`src/rtl/conv_pool_sequencer_pkg.sv`:
```
// Shared definitions for the conv/pool sequencer.
// Holds the sequencer state encoding and the helpers that derive the conv-map
// and pooled-map dimensions (plus counter widths) from the frame parameters.
package conv_pool_sequencer_pkg;

    typedef enum logic [1:0] {
        StIdle   = 2'd0,
        StStream = 2'd1,
        StDrain  = 2'd2,
        StDone   = 2'd3
    } state_e;

    // Conv-map edge length for valid-only, stride-1 windows.
    function automatic int unsigned calc_odim(input int unsigned dim, input int unsigned k);
        return dim - k + 1;
    endfunction

    // Pooled-map edge length (2x2 pooling of the conv map).
    function automatic int unsigned calc_pdim(input int unsigned dim, input int unsigned k);
        return calc_odim(dim, k) / 2;
    endfunction

    // Bits needed to count 0..n-1, never less than one.
    function automatic int unsigned bit_width(input int unsigned n);
        return (n > 1) ? $clog2(n) : 1;
    endfunction

endpackage

```
`src/rtl/conv_pool_sequencer_valid_delay.sv`:
```
// valid_delay: fixed-depth shift register for a single valid bit.
// Ports:
//   clk_i    - clock, rising edge
//   reset_i  - asynchronous active-high reset, clears every stage
//   valid_i  - valid bit entering the line
//   valid_o  - valid bit delayed by Depth cycles
module valid_delay #(
    parameter int unsigned Depth = 2
) (
    input  logic clk_i,
    input  logic reset_i,
    input  logic valid_i,
    output logic valid_o
);

    logic [Depth-1:0] shift_q, shift_d;

    always_comb begin
        shift_d    = shift_q;
        shift_d[0] = valid_i;
        for (int unsigned i = 1; i < Depth; i++) begin
            shift_d[i] = shift_q[i-1];
        end
    end

    always_ff @(posedge clk_i or posedge reset_i) begin
        if (reset_i) begin
            shift_q <= '0;
        end else begin
            shift_q <= shift_d;
        end
    end

    assign valid_o = shift_q[Depth-1];

endmodule

```
`src/rtl/conv_pool_sequencer.sv`:
```
// conv_pool_sequencer: frame sequencer for a conv block followed by 2x2 max pooling.
// Accepts DIM*DIM raster pixels, flags which accepted pixels complete a KxK window,
// delays that flag by the conv latency, tracks conv-map position and reports pooled
// coordinates, then drains the conv pipeline and pulses frame_done.
// Ports:
//   clk_i, reset_i         - clock, asynchronous active-high reset
//   start_i                - one-cycle frame request (honoured only when idle)
//   in_valid_i/in_ready_o  - upstream pixel handshake
//   conv_en_o              - conv clock enable (pixel accepted this cycle)
//   conv_out_valid_o       - conv output is a valid window
//   pool_en_o              - max_pool clock enable
//   pool_out_valid_o       - pooled result ready at out_row_o/out_col_o
//   frame_done_o           - one-cycle end-of-frame pulse
//   busy_o                 - sequencer not idle
module conv_pool_sequencer
    import conv_pool_sequencer_pkg::*;
#(
    parameter int unsigned DIM      = 14,
    parameter int unsigned K        = 5,
    parameter int unsigned CONV_LAT = 2
) (
    input  logic                                       clk_i,
    input  logic                                       reset_i,
    input  logic                                       start_i,
    input  logic                                       in_valid_i,
    output logic                                       in_ready_o,
    output logic                                       conv_en_o,
    output logic                                       conv_out_valid_o,
    output logic                                       pool_en_o,
    output logic                                       pool_out_valid_o,
    output logic [bit_width(calc_pdim(DIM, K))-1:0]    out_row_o,
    output logic [bit_width(calc_pdim(DIM, K))-1:0]    out_col_o,
    output logic                                       frame_done_o,
    output logic                                       busy_o
);

    localparam int unsigned ODIM = calc_odim(DIM, K);
    localparam int unsigned InW  = bit_width(DIM);
    localparam int unsigned CntW = bit_width(ODIM);
    localparam int unsigned OutW = bit_width(calc_pdim(DIM, K));
    localparam int unsigned DrnW = bit_width(CONV_LAT + 1);

    if (K > DIM || (ODIM % 2) != 0 || CONV_LAT < 1) begin : g_bad_cfg
        $error("conv_pool_sequencer: need K<=DIM, even DIM-K+1 and CONV_LAT>=1");
    end

    state_e            state_q, state_d;
    logic [InW-1:0]    in_row_q, in_row_d, in_col_q, in_col_d;
    logic [CntW-1:0]   cr_q, cr_d, cc_q, cc_d;
    logic [DrnW-1:0]   drain_q, drain_d;
    logic              pool_valid_q, pool_valid_d;
    logic [OutW-1:0]   out_row_q, out_row_d, out_col_q, out_col_d;
    logic              accept, last_px, raw_win, conv_valid;

    assign in_ready_o = (state_q == StStream);
    assign accept     = in_ready_o & in_valid_i;
    assign last_px    = accept && (in_row_q == InW'(DIM - 1)) && (in_col_q == InW'(DIM - 1));
    // Pixel closes a KxK window once both coordinates reach the kernel's far edge.
    assign raw_win    = accept && (in_row_q >= InW'(K - 1)) && (in_col_q >= InW'(K - 1));

    valid_delay #(
        .Depth(CONV_LAT)
    ) u_valid_delay (
        .clk_i  (clk_i),
        .reset_i(reset_i),
        .valid_i(raw_win),
        .valid_o(conv_valid)
    );

    // FSM next state
    always_comb begin
        state_d = state_q;
        drain_d = drain_q;
        unique case (state_q)
            StIdle: begin
                drain_d = '0;
                if (start_i) state_d = StStream;
            end
            StStream: begin
                drain_d = '0;
                if (last_px) state_d = StDrain;
            end
            StDrain: begin
                // Cover the conv latency plus the registered pool stage.
                if (drain_q == DrnW'(CONV_LAT)) begin
                    drain_d = '0;
                    state_d = StDone;
                end else begin
                    drain_d = drain_q + DrnW'(1);
                end
            end
            StDone: begin
                drain_d = '0;
                state_d = StIdle;
            end
            default: begin
                drain_d = '0;
                state_d = StIdle;
            end
        endcase
    end

    // Input and conv-map raster counters
    always_comb begin
        in_row_d = in_row_q;
        in_col_d = in_col_q;
        cr_d     = cr_q;
        cc_d     = cc_q;
        if (accept) begin
            if (in_col_q == InW'(DIM - 1)) begin
                in_col_d = '0;
                in_row_d = (in_row_q == InW'(DIM - 1)) ? '0 : in_row_q + InW'(1);
            end else begin
                in_col_d = in_col_q + InW'(1);
            end
        end
        if (conv_valid) begin
            if (cc_q == CntW'(ODIM - 1)) begin
                cc_d = '0;
                cr_d = (cr_q == CntW'(ODIM - 1)) ? '0 : cr_q + CntW'(1);
            end else begin
                cc_d = cc_q + CntW'(1);
            end
        end
    end

    // A 2x2 pool block completes on its bottom-right conv output (odd row, odd col).
    always_comb begin
        pool_valid_d = conv_valid & cr_q[0] & cc_q[0];
        out_row_d    = out_row_q;
        out_col_d    = out_col_q;
        if (pool_valid_d) begin
            out_row_d = OutW'(cr_q >> 1);
            out_col_d = OutW'(cc_q >> 1);
        end
    end

    always_ff @(posedge clk_i or posedge reset_i) begin
        if (reset_i) begin
            state_q      <= StIdle;
            drain_q      <= '0;
            in_row_q     <= '0;
            in_col_q     <= '0;
            cr_q         <= '0;
            cc_q         <= '0;
            pool_valid_q <= 1'b0;
            out_row_q    <= '0;
            out_col_q    <= '0;
        end else begin
            state_q      <= state_d;
            drain_q      <= drain_d;
            in_row_q     <= in_row_d;
            in_col_q     <= in_col_d;
            cr_q         <= cr_d;
            cc_q         <= cc_d;
            pool_valid_q <= pool_valid_d;
            out_row_q    <= out_row_d;
            out_col_q    <= out_col_d;
        end
    end

    assign conv_en_o        = accept;
    assign conv_out_valid_o = conv_valid;
    assign pool_en_o        = conv_valid;
    assign pool_out_valid_o = pool_valid_q;
    assign out_row_o        = out_row_q;
    assign out_col_o        = out_col_q;
    assign frame_done_o     = (state_q == StDone);
    assign busy_o           = (state_q != StIdle);

endmodule
```
`config.mk`:
```
export PLATFORM = sky130hd
export DESIGN_NAME = conv_pool_sequencer
export DESIGN_NICKNAME = d
export VERILOG_FILES = /design/src/rtl/conv_pool_sequencer_pkg.sv /design/src/rtl/conv_pool_sequencer_valid_delay.sv /design/src/rtl/conv_pool_sequencer.sv
export SDC_FILE = /design/constraint.sdc
export NUM_CORES = 1
export LEC_CHECK = 0
export ABC_AREA = 1
export BUFFER_PORTS_ARGS = -buffer_cell sky130_fd_sc_hd__buf_2
export CAP_MARGIN = 10
export CORE_MARGIN = 1.5
export CORE_UTILIZATION = 30
export DETAILED_ROUTE_END_ITERATION = 10
export GPL_ROUTABILITY_DRIVEN = 0
export PLACE_DENSITY_LB_ADDON = 0.15
export SYNTH_ARGS = -nofsm -noshare
export SYNTH_HDL_FRONTEND = slang
export SYNTH_SLANG_ARGS = --single-unit
```
`constraint.sdc`:
```
create_clock -name clk_i -period 1.4 [get_ports clk_i]
set_clock_uncertainty 0.05 [all_clocks]
set_input_delay 0 -clock clk_i [delete_from_list [all_inputs] [get_ports clk_i]]
set_output_delay 0 -clock clk_i [all_outputs]
set_load 0.005 [all_outputs]
```
==> impl_metrics.ini, run 1 <==
[outcome]
status = complete, no violations

[synthesis]
yosysWarnings = 0
yosysSeqAreaShare = 0.539
syn_avg_cell_area_um2 = 8.81
synth_commonest_cells = dfrtp_1, nand2_1, inv_1
synth_area_leaders = dfrtp_1, nand2_1, inv_1, o21ai_0, ha_1
synth.distinct_cells = 23
netlist_instances = 153
syn-cell-area_um2 = 1350
synth_edf_count = 0
synth_top_area_cell = dfrtp_1
yosysMostFrequentCell = dfrtp_1
dominantRegCellSynth = dfrtp_1
yosys_register_bits = 29
netlist.area_leader.share = 0.539
async_flop_share = 1.00
synth_fp_nets = 162

[sta]
post-route-period-util = 0.948
setup_slack_ps = 73.4
hold_viol_final = 0
max_slew_margin = 0.750
finalCriticalPeriod_ps = 1330
worstMarginPinSlew_ps = 376
max_freq_mhz = 754
setup_violations = 0
drv_slew = 0

[setup_path]
r2r_start = state_q[1]
cp.arrival_ps = 1280
cp-end-kind = output port
cp-startpoint = state_q[0]
cp_num_buf_inv = 3
crit_fanout = 4
worstPathRequired_ps = 1350
path_cells = ha_4, nand2_4, inv_4, buf_4, buf_2
reg2reg_setup_slack_ps = 80
critical_path_class = reg2out
slowest_stage = dfrtp_2
max_stage_delay_ps = 440
cp_top_family = flip-flops
cp-start-kind = flop

[finish]
area_delta_synth_final_pct = 22.7
fin_area_um2 = 1650
diodes = 0
fill_cells = 451
seqCellArea_um2 = 727
drive_above_1_share = 0.275
multiInputGateArea_um2 = 536
final_nets = 190

[global_routing]
grt_usage = 0.115
antenna_found_initial = 0
grt_max_degree = 30
grt_pass1_wl_um = 4400
gr-total-overflow = 0
grt_pass1_vias = 1065

[placement]
hpwl_um = 1770
placed_area_um2 = 1520
portBuffers = 16
place_ws_ps = -35.7

[floorplanning]
num_rows = 24
core_area_um2 = 4320
ios = 17
die_y_um = 70.0
die_w_um = 70.0
start_util = 0.312
die_area_um2 = 4900

[cts]
clk_pin_slew_ps = 60
clk_latency_ps = 280
cts_sinks = 29
cts_root_buf = clkbuf_8
cts_buffers = 5
htree_levels = 2
clock_path_buffers = 2
cts_tree = done

[pwr]
leakage_uw = 0.000881
irDropWorstVdd_v = 0.000827
power_density_nw_per_um2 = 1780

[route]
routedWlPerCell_um = 10.5
drt_wl_total_um = 2450
num_vias = 1047
drt-initial-drc-count = 43
via_per_inst = 4.47
drc = 0
ant_nets = 0
drtPass1Iterations = 4

[job]
cap_viol_max_count = 0

[worst_hold_path]
min_path_type = in2reg
hold_start = in_valid_i
[layout by cell type (no fill, tap or decap), drive strengths merged, types with 2 or more instances in the layout]
cell	synthesis	layout
inv	28	28
nor2	18	18
nor3	4	4
ha	5	5
clkbuf	0	6
dfrtp	29	29
xor2	2	2
a21oi	7	7
nand2	33	33
o21ai	13	13
nand3	7	7
buf	2	22
clkinv	0	2
[stage by stage]
| step | utilization | cells | setup TNS (ps) | total power, uW | hold WS [ps] |
|---|---|---|---|---|---|
| after global placement | 0.352 | 224 | 0 | 2170 | 39.6 |
| final | 0.382 | 234 | 0 | 2940 | 18.8 |
| after detailed placement | 0.352 | 224 | -54.8 | 2200 | 45.5 |
| after CTS | 0.374 | 233 | 0 | 2900 | 11.0 |
| after floorplan | - | 153 | 0 | 1910 | 28.1 |
| after global routing | 0.382 | 234 | -5.28 | 3210 | 12.0 |
[worst register-to-register path: stages, from the launching register on]
cell and delay [ps]:
dfrtp_1 380, buf_4 150, ha_1 200, or2_2 290, nand3_1 90, nand2_1 60
[metal layers]
layer  up-vias  global-route usage  wire (um)
met3         6              0.0519        115
met1       497               0.117       1070
li1        526                   -          -
met5         -                   0          0
met4         0              0.0513         49
met2        18               0.200       1210
[power breakdown]
| part | switching [uW] | total, uW | internal [uW] | leakage, uW |
|---|---|---|---|---|
| sequential | 195 | 1270 | 1080 | 0.000366 |
| clock | 315 | 658 | 343 | 0.0000450 |
| combinational | 587 | 1020 | 429 | 0.000470 |
| total | 1100 | 2940 | 1850 | 0.000881 |
[state kept, by name (all words and copies together), names as in the netlist]
name                   cells
state_q                    2
in_row_q                   4
cr_q                       4
u_valid_delay.shift_q      2
pool_out_valid_o           1
out_row_o                  3
cc_q                       4
drain_q                    2
out_col_o                  3
in_col_q                   4
[worst paths after layout]
kind	cells after the start	to
worst max-delay path	5	conv_en_o
worst min-delay path	3	in_col_q[1]
worst max register to register	5	state_q[0]
worst min register to register	0	u_valid_delay.shift_q[1]
max in group asynchronous	4	state_q[0]
min in group asynchronous	4	cr_q[1]
[cells by family after synthesis]
logic type,after synthesis,share of synthesized area
AND/OR/NAND/NOR,65,0.228
adder cells (fa/ha/maj),5,0.0464
XOR/XNOR,2,0.0130
AO/OA/AOI/OAI,22,0.0863
flip-flops,29,0.539
buffers and inverters,30,0.0873
[what timing repair did]
item / in CTS / in global routing
hold buffers: 1 / 0
pin swaps: 0 / 2
setup endpoints to repair: 3 / 5
endpoints found under the hold margin: 29 / 0
setup buffers: 0 / 1
resized for setup: 2 / 9
gates cloned: 0 / 0
[cell type report]
cell class,instances,share of cell area
clock buffer,6,0.0439
tap,52,0.0394
inverter,28,0.0651
sequential,29,0.440
clock inverter,2,0.00606
timing repair buffer,23,0.0818
multi-input combinational,94,0.324
No activity file was read; power rests on OpenSTA's default activity.
==> run 2: changes to the inputs <==
--- a/config.mk
+++ b/config.mk
@@ -6,13 +6,14 @@
 export NUM_CORES = 1
 export LEC_CHECK = 0
 export ABC_AREA = 1
-export BUFFER_PORTS_ARGS = -buffer_cell sky130_fd_sc_hd__buf_2
 export CAP_MARGIN = 10
 export CORE_MARGIN = 1.5
 export CORE_UTILIZATION = 30
 export DETAILED_ROUTE_END_ITERATION = 10
+export DONT_BUFFER_PORTS = 1
 export GPL_ROUTABILITY_DRIVEN = 0
 export PLACE_DENSITY_LB_ADDON = 0.15
+export RECOVER_POWER = 25
 export SYNTH_ARGS = -nofsm -noshare
 export SYNTH_HDL_FRONTEND = slang
 export SYNTH_SLANG_ARGS = --single-unit
==> constraint.sdc (replaced) <==
create_clock -name clk_i -period 1.7 [get_ports clk_i]
set_clock_uncertainty 0.05 [all_clocks]
set_input_delay 0 -clock clk_i [delete_from_list [all_inputs] [get_ports clk_i]]
set_output_delay 0 -clock clk_i [all_outputs]
set_load 0.005 [all_outputs]
==> impl_metrics.ini, run 2 (synthesis results as in run 1) <==
[setup_path]
cp.arrival_ps = 1580
reg2reg_depth = 9
reg2reg_setup_slack_ps = 240
slowest_stage = dfrtp_1
path_cells = inv_1, ha_1, nand2_1, inv_2, nand3_1, nand2_2, nand2_2, nand2_1, nand2_1
crit_fanout = 5
r2r-end = state_q[1]
worstSetupEndpoint = state_q[1]
worstPathRequired_ps = 1820
cp-start-kind = flop
cpMostUsedCell = nand2_1
max_stage_delay_ps = 420
r2r_start = state_q[1]
cp-end-kind = flop
critical_path_class = reg2reg
cp-startpoint = state_q[1]

[cts]
cts_buffers = 5
cts_setup_buffers = 0
clock_path_buffers = 2
cts_tree = done
cts.hold.buffers_added = 2
clk_latency_ps = 280
htree_levels = 2
cts_root_buf = clkbuf_8
clk_pin_slew_ps = 60
cts_resized = 0
cts_sinks = 29

[sta]
worstMarginPinSlew_ps = 745
rsz0062_at_grt = no
max_slew_margin = 0.504
setup_tns_ps = 0
finalCriticalPeriod_ps = 1460
setup_violations = 0
drv_slew = 0
post-route-period-util = 0.860
hold_viol_final = 0
max_freq_mhz = 684

[pwr]
power_frac_clock = 0.267
internal_power_uw = 1500
power_density_nw_per_um2 = 1500
p_switching_uw = 822
pwr-share-seq = 0.451
swShare = 0.355
leakage_uw = 0.000796
irDropWorstVdd_v = 0.000517
combPwrFrac = 0.282

[global_routing]
grt_pass1_wl_um = 3990
antenna_found_initial = 0
grt_max_degree = 30
grt_pass1_vias = 969
gr-total-overflow = 0
grt_usage = 0.103

[route]
routedWlPerCell_um = 10.5
drtPass1Iterations = 4
drc = 0
drt-initial-drc-count = 47
ant_nets = 0
via_per_inst = 4.51
drt_wl_total_um = 2260
num_vias = 974

[floorplanning]
start_util = 0.312
core_area_um2 = 4320
die_w_um = 70.0
die_area_um2 = 4900
die_y_um = 70.0
ios = 17
num_rows = 24

[worst_hold_path]
min_path_type = in2reg

[placement]
portBuffers = 0
hpwl_um = 1680

[finish]
layout_common_cells = dfrtp_1, nand2_1, inv_1
final_common_cell = dfrtp_1
final_nets = 172
drive_above_1_share = 0.140
fill_cells = 455
area_delta_synth_final_pct = 14.4
fin_util = 0.356
diodes = 0

[outcome]
status = complete, no violations

[job]
cap_viol_max_count = 0
-- run 2: final cells by class --
cell class / instances / area, um2 / area share
multi-input cells: 94 / 504 / 0.327
repair buffers: 5 / 40.0 / 0.0260
well taps: 52 / 65.1 / 0.0422
clock buffers: 7 / 96.3 / 0.0625
clock inverters: 1 / 5.00 / 0.00325
inverters: 28 / 105 / 0.0682
flip-flops and latches: 29 / 726 / 0.471
-- run 2: stage by stage --
step                      hold WS, ps  instances  instance area, um2  total power [uW]  setup slack (ps)
final                            11.8        216                1540              2320               238
after global routing             44.7        216                1540              2530              77.2
after CTS                        1.99        216                1540              2370               195
after detailed placement        -53.7        206                1420              1720               207
after global placement          -56.5        206                1420              1710               264
after floorplan                  28.1        153                1350              1570               291
-- run 2: worst min-delay path by stage --
stage | from | end | slack, ps | depth (start not counted)
6_report | start_i | state_q[0] | 10 | 4
5_1_grt | start_i | state_q[0] | 40 | 4
4_1_cts | start_i | state_q[0] | 2 | 4
3_5_place_dp | reset_i | in_row_q[0] | -50 | 2
3_3_place_gp | reset_i | cr_q[3] | -60 | 2
2_1_floorplan | reset_i | cc_q[0] | 30 | 1
-- run 2: power by group through the flow --
stage | logic, uW | registers, uW | clock network, uW
5_1_grt | 778 | 1080 | 676
3_5_place_dp | 668 | 1060 | 0
3_3_place_gp | 660 | 1050 | 0
2_1_floorplan | 548 | 1020 | 0
6_report | 654 | 1050 | 619
4_1_cts | 672 | 1040 | 652
-- run 2: critical path, delay by kind of cell, from the launching register on --
| family | cells | cell delay (ps) |
|---|---|---|
| fa+ha+maj | 1 | 150 |
| simple gates | 6 | 500 |
| flops | 1 | 420 |
| buf+inv | 2 | 230 |
-- run 2: routing by layer --
metal  vias up  GRT usage  wire (um)
met4         0     0.0491         27
li1        492          -          -
met2        24      0.174       1090
met5         -          0          0
met3         4     0.0462        122
met1       454      0.111       1020
